--- src/rtl/cg_addr_sequencer.sv ---
// Address sequencer for an iterative vector solver: per-channel read/write
// address generation, matrix-A streaming address, and iteration control.
module cg_addr_sequencer #(
   parameter int unsigned NUM_UNITS = 8,
   parameter int unsigned ADDR_W    = 32,
   parameter int unsigned NUM_CH    = 4,
   parameter int unsigned MAX_ITER  = 3,
   parameter int unsigned DONE_HOLD = 5
) (
   input  logic                     clk,
   input  logic                     reset,
   input  logic                     start,
   input  logic [ADDR_W-1:0]        total,
   input  logic                     a_stream_en,
   input  logic [NUM_CH-1:0]        rd_adv,
   input  logic [NUM_CH-1:0]        wr_req,
   input  logic                     phase_done,
   input  logic                     finish_all,
   output logic [ADDR_W-1:0]        a_rd_addr,
   output logic [NUM_CH*ADDR_W-1:0] rd_addr,
   output logic [NUM_CH*ADDR_W-1:0] wr_addr,
   output logic [NUM_CH-1:0]        wr_we,
   output logic [NUM_CH-1:0]        rd_wrap,
   output logic [ADDR_W-1:0]        iter_count,
   output logic [1:0]               state,
   output logic                     halt
);

   typedef enum logic [1:0] {
      S_IDLE  = 2'd0,
      S_RUN   = 2'd1,
      S_CLOSE = 2'd2,
      S_HALT  = 2'd3
   } state_t;

   localparam int unsigned HOLD_W = (DONE_HOLD > 1) ? $clog2(DONE_HOLD) : 1;
   localparam logic [ADDR_W-1:0] UNITS    = ADDR_W'(NUM_UNITS);
   localparam logic [ADDR_W-1:0] ONE      = ADDR_W'(1);
   localparam logic [ADDR_W-1:0] ITER_MAX = ADDR_W'(MAX_ITER);
   localparam logic [HOLD_W-1:0] HOLD_END = HOLD_W'(DONE_HOLD - 1);

   state_t            st;
   logic [ADDR_W-1:0] depth;
   logic [ADDR_W-1:0] depth_next;
   logic [ADDR_W-1:0] depth_m1;
   logic [ADDR_W-1:0] a_last;
   logic [ADDR_W-1:0] iter_inc;
   logic [ADDR_W-1:0] rd_a [NUM_CH];
   logic [ADDR_W-1:0] wr_a [NUM_CH];
   logic [HOLD_W-1:0] hold;

   always_comb begin
      depth_next = total / UNITS;
      if ((total % UNITS) != '0)
         depth_next = depth_next + ONE;
      if (depth_next == '0)
         depth_next = ONE;
   end

   assign depth_m1 = depth - ONE;
   assign a_last   = (depth * UNITS) - ONE;
   assign iter_inc = (iter_count == '1) ? iter_count : iter_count + ONE;

   always_ff @(posedge clk) begin
      if (reset) begin
         st         <= S_IDLE;
         depth      <= ONE;
         a_rd_addr  <= '0;
         iter_count <= '0;
         rd_wrap    <= '0;
         hold       <= '0;
         for (int unsigned k = 0; k < NUM_CH; k++) begin
            rd_a[k] <= '0;
            wr_a[k] <= '0;
         end
      end else begin
         rd_wrap <= '0;
         case (st)
            S_IDLE: begin
               if (start) begin
                  depth <= depth_next;
                  st    <= S_RUN;
               end
            end
            S_RUN: begin
               if (finish_all) begin
                  st         <= S_HALT;
                  iter_count <= iter_inc;
                  hold       <= '0;
               end else begin
                  for (int unsigned k = 0; k < NUM_CH; k++) begin
                     if (rd_adv[k]) begin
                        if (rd_a[k] == depth_m1) begin
                           rd_a[k]    <= '0;
                           rd_wrap[k] <= 1'b1;
                        end else begin
                           rd_a[k] <= rd_a[k] + ONE;
                        end
                     end
                     if (wr_req[k])
                        wr_a[k] <= (wr_a[k] == depth_m1) ? '0 : wr_a[k] + ONE;
                  end
                  if (a_stream_en)
                     a_rd_addr <= (a_rd_addr == a_last) ? '0 : a_rd_addr + ONE;
                  if (!phase_done) begin
                     hold <= '0;
                  end else if (hold == HOLD_END) begin
                     hold <= '0;
                     st   <= S_CLOSE;
                  end else begin
                     hold <= hold + HOLD_W'(1);
                  end
               end
            end
            S_CLOSE: begin
               // finish_all here counts the iteration once and keeps addresses
               iter_count <= iter_inc;
               hold       <= '0;
               if (finish_all) begin
                  st <= S_HALT;
               end else begin
                  a_rd_addr <= '0;
                  for (int unsigned k = 0; k < NUM_CH; k++) begin
                     rd_a[k] <= '0;
                     wr_a[k] <= '0;
                  end
                  st <= (iter_inc == ITER_MAX) ? S_HALT : S_RUN;
               end
            end
            default: ;
         endcase
      end
   end

   always_comb begin
      rd_addr = '0;
      wr_addr = '0;
      for (int unsigned k = 0; k < NUM_CH; k++) begin
         rd_addr[k*ADDR_W +: ADDR_W] = rd_a[k];
         wr_addr[k*ADDR_W +: ADDR_W] = wr_a[k];
      end
   end

   assign wr_we = (st == S_RUN) ? wr_req : '0;
   assign state = st;
   assign halt  = (st == S_HALT);

endmodule

--- config.mk ---
export PLATFORM = sky130hd
export DESIGN_NAME = cg_addr_sequencer
export DESIGN_NICKNAME = d
export VERILOG_FILES = /design/src/rtl/cg_addr_sequencer.sv
export SDC_FILE = /design/constraint.sdc
export NUM_CORES = 1
export LEC_CHECK = 0
export ABC_AREA = 1
export CORE_AREA = 2 2 291 178
export CTS_BUF_LIST = sky130_fd_sc_hd__clkbuf_2 sky130_fd_sc_hd__clkbuf_4 sky130_fd_sc_hd__clkbuf_8
export CTS_CLUSTER_DIAMETER = 100
export DETAILED_ROUTE_END_ITERATION = 8
export DIE_AREA = 0 0 293 180
export PLACE_DENSITY = 0.87
export SYNTH_ARGS = -nofsm -noshare
export SYNTH_HDL_FRONTEND = slang
export SYNTH_SLANG_ARGS = --single-unit
export TNS_END_PERCENT = 100
--- constraint.sdc ---
create_clock -name clk -period 6.2 [get_ports clk]
set_input_delay 0.93 -clock clk [delete_from_list [all_inputs] [get_ports clk]]
set_output_delay 0.93 -clock clk [all_outputs]
set_load 0.01 [all_outputs]
==> impl_results.md <==
* Residual DRC at 0
* # IOs at 377
* Routed WL per cell at 21.1 um
* Rel. slew slack at 19.6%
* DRT Pass-1 Iters at 8
* Synthesized Nets at 4145
* Gp weighted congestion at 1.05
* Num CTS Buffers at 60
* First-pass GRT wire length at 161000 um
* CP Class: reg -> reg
* Mean Syn Cell Area at 6.68 um^2
* Outcome: finished, final reports clean
* Nets@finish at 4464
* Clock sink count at 359
* Final WS setup at 1.70 ns
* DR vias/cell at 5.94
* Number of synthesized flops with an enable pin at 128
* Remaining antenna violation count at 0
* Final setup violation count at 0
* Initial core utilization at 54.3%
* Leakage Power at 0.0131 uW
* Setup TNS at 0 ns
* Mapped Cells at 4080
* Worst Setup End Kind: flop
* Most common cell after layout, fill and taps aside: nand2_1
* Fraction of layout cells with a size suffix above 1 at 5.21%
* Yosys warns at 0
* Worst path max stage delay at 0.75 ns
* Detailed-route via count at 30300
* Final Cell Area at 32700 um^2
* GRT overflow at 0
* Max Clk Rate at 222 MHz
* Synthesized area at 27300 um^2
* Worst Path Required at 6.66 ns
* CTS resizes at 0
* RSZ-0062 raised after global routing: no
* Total inserted antenna cells at 0
* HPWL reported at the end of detailed placement at 77800 um
* H-tree levels at 2
* Commonest non-fill, non-tap cells in the layout: nand2_1, inv_1, nor2_1, clkdlybuf4s50_1, xor2_1
* Die height at 180 um
* Core box area at 50200 um^2
* Hold_buf cts at 0
* CTS Root Cell: clkbuf_8
* Clock skew at 0.0181 ns
* Final Cycle Share at 72.6%
* Pre-CTS setup slack at 1.93 ns
* Largest net degree at the start of global routing at 103
* CTS tree: yes
* Slew Viols, Final at 0
* Total Power at 7440 uW
* Vias in the first global route at 26600
* Full die area at 52700 um^2
* Rows at 64
* Synth cell types at 60
* Post-synthesis register bit count at 359
* All-Layer GR Usage at 39.2%
* Startpoint Class: flop
* Post-synthesis sequential area ratio at 31.1%
* Clk buf depth at 3
* Drt initial violations at 4947
* Crit Path Max Fanout at 32
* Final Hold Fails at 0
* Worst Hold Class: reg -> reg
* Cell family with most CP delay: simple AND/OR/NAND/NOR gates
* Later-pin clock latency in the skew report at 0.67 ns
* Critical Path AT at 4.96 ns
* Fin crit period at 4.50 ns
* Synth async-reset ratio at 0%
* Commonest register cell after synthesis: dfxtp_1
* Placed cell area at 31400 um^2
* Die width at 293 um
* Clock Pin Slew Worst Setup and Hold Paths at 0.07 ns
* Initial antenna violation count at 0
* Layout Area Growth over Synthesis at 19.9%
* Max cap viols at 0
* Crit-path slowest cell: nand2_1
* Input/output buffers at 376
* Pwr dens at 228 nW/um^2
* Routed WL at 108000 um
* VDD IR max at 0.165 mV
* Slew at the pin closest to its max-slew limit at 1.21 ns
* CP Buf/Inv Count at 3
* # Post-CTS Setup Buffers at 0
* Hold slack at 0.499 ns
* CP Cell Sequence: inv_2, ha_1, inv_1, nor2_4, nand2_1, nand2_1, inv_1, nor2_1, nor3_1, nand3_1, nor2_1, nand3_1, nand4_2, nor3_1
==> worst reg2reg max path, cell delays in order (launching register included) <==
cell and delay (ns):
dfxtp_1 0.32, inv_2 0.19, ha_1 0.33, inv_1 0.15
nor2_4 0.20, nand2_1 0.07, nand2_1 0.75, inv_1 0.57
nor2_1 0.27, nor3_1 0.08, nand3_1 0.07, nor2_1 0.05
nand3_1 0.09, nand4_2 0.73, nor3_1 0.44
==> flip-flops by register name, summed over array words and instances (netlist names) <==
| signal | count |
|---|---|
| rd_a | 128 |
| wr_a | 128 |
| iter_count | 32 |
| state | 2 |
| a_rd_addr | 32 |
| depth | 30 |
| hold | 3 |
| rd_wrap | 4 |
==> Yosys cell counts (6+ instances only) <==
library cell	number	area, um^2
buf_2	18	90.1
nor4_1	61	382
o22ai_1	7	43.8
clkbuf_1	93	349
nor2_1	437	1640
inv_2	8	30.0
nand4_1	143	895
a21oi_1	231	1160
dfxtp_1	231	4620
a211oi_1	10	75.1
nand3_1	295	1480
nand3b_1	41	308
nor2_4	11	124
or2_2	17	106
buf_1	12	45.0
buf_4	8	60.1
buf_6	10	113
o211ai_1	21	158
nor2_2	10	62.6
edfxtp_1	128	3840
nor3_2	13	130
xor2_1	365	3200
o21ai_1	6	30.0
nand2_2	22	138
o21ai_0	58	290
nor3_1	211	1060
nand2_1	919	3450
nor3b_1	10	75.1
ha_1	19	238
xnor2_1	57	499
inv_1	549	2060
and3_1	6	37.5
==> cells by family after synthesis <==
logic type / Yosys count / share of synthesized area, %
adders and majority gates: 19 / 0.872
DFF: 359 / 31.1
xor gates and xnor gates: 424 / 13.7
and+or+nand+nor: 2222 / 37.1
buffers and inverters: 698 / 10.1
muxes: 1 / 0.0367
AOI/OAI and AO/OA: 357 / 7.15
==> power breakdown <==
group / switching [uW] / internal, uW / leakage (uW)
Clock: 1120 / 1250 / 0.000688
Combinational: 1520 / 734 / 0.00921
Sequential: 235 / 2580 / 0.00320
Total: 2870 / 4570 / 0.0131
==> final timing paths <==
| path | start | end | slack [ns] | depth (start not counted) |
|---|---|---|---|---|
| worst min-delay path | hold[1] | hold[1] | 0.50 | 2 |
| worst max register to register | depth[0] | rd_a[2][15] | 1.70 | 14 |
| worst max-delay path | depth[0] | rd_a[2][15] | 1.70 | 14 |
| worst min register to register | hold[1] | hold[1] | 0.50 | 2 |
==> layer usage <==
layer  wire length [um]  vias up  part of all wire [%]  track usage (%)
li1                   -    13900                     -                -
met1              43400    13700                    40             56.9
met2              41400     2395                    38             52.8
met3              17300      340                    16             11.5
met4               5780        0                   5.4             18.1
met5                  0        -                     0                0
==> stage by stage <==
stage | std cells | utilization, %
floorplan | 4080 | -
global placement | 4997 | 62.5
detailed placement | 4997 | 62.5
CTS | 5111 | 65.1
global route | 5111 | 65.1
finish | 5111 | 65.1
==> cell type report <==
class | instances | area [um^2]
Clock buffer | 84 | 1070
Clock inverter | 30 | 231
Fill cell | 4347 | 17500
Inverter | 557 | 2090
Multi-Input combinational cell | 3023 | 16100
Sequential cell | 359 | 8470
Tap cell | 660 | 826
Timing Repair Buffer | 398 | 3930
No activity file was read; power rests on OpenSTA's default activity.
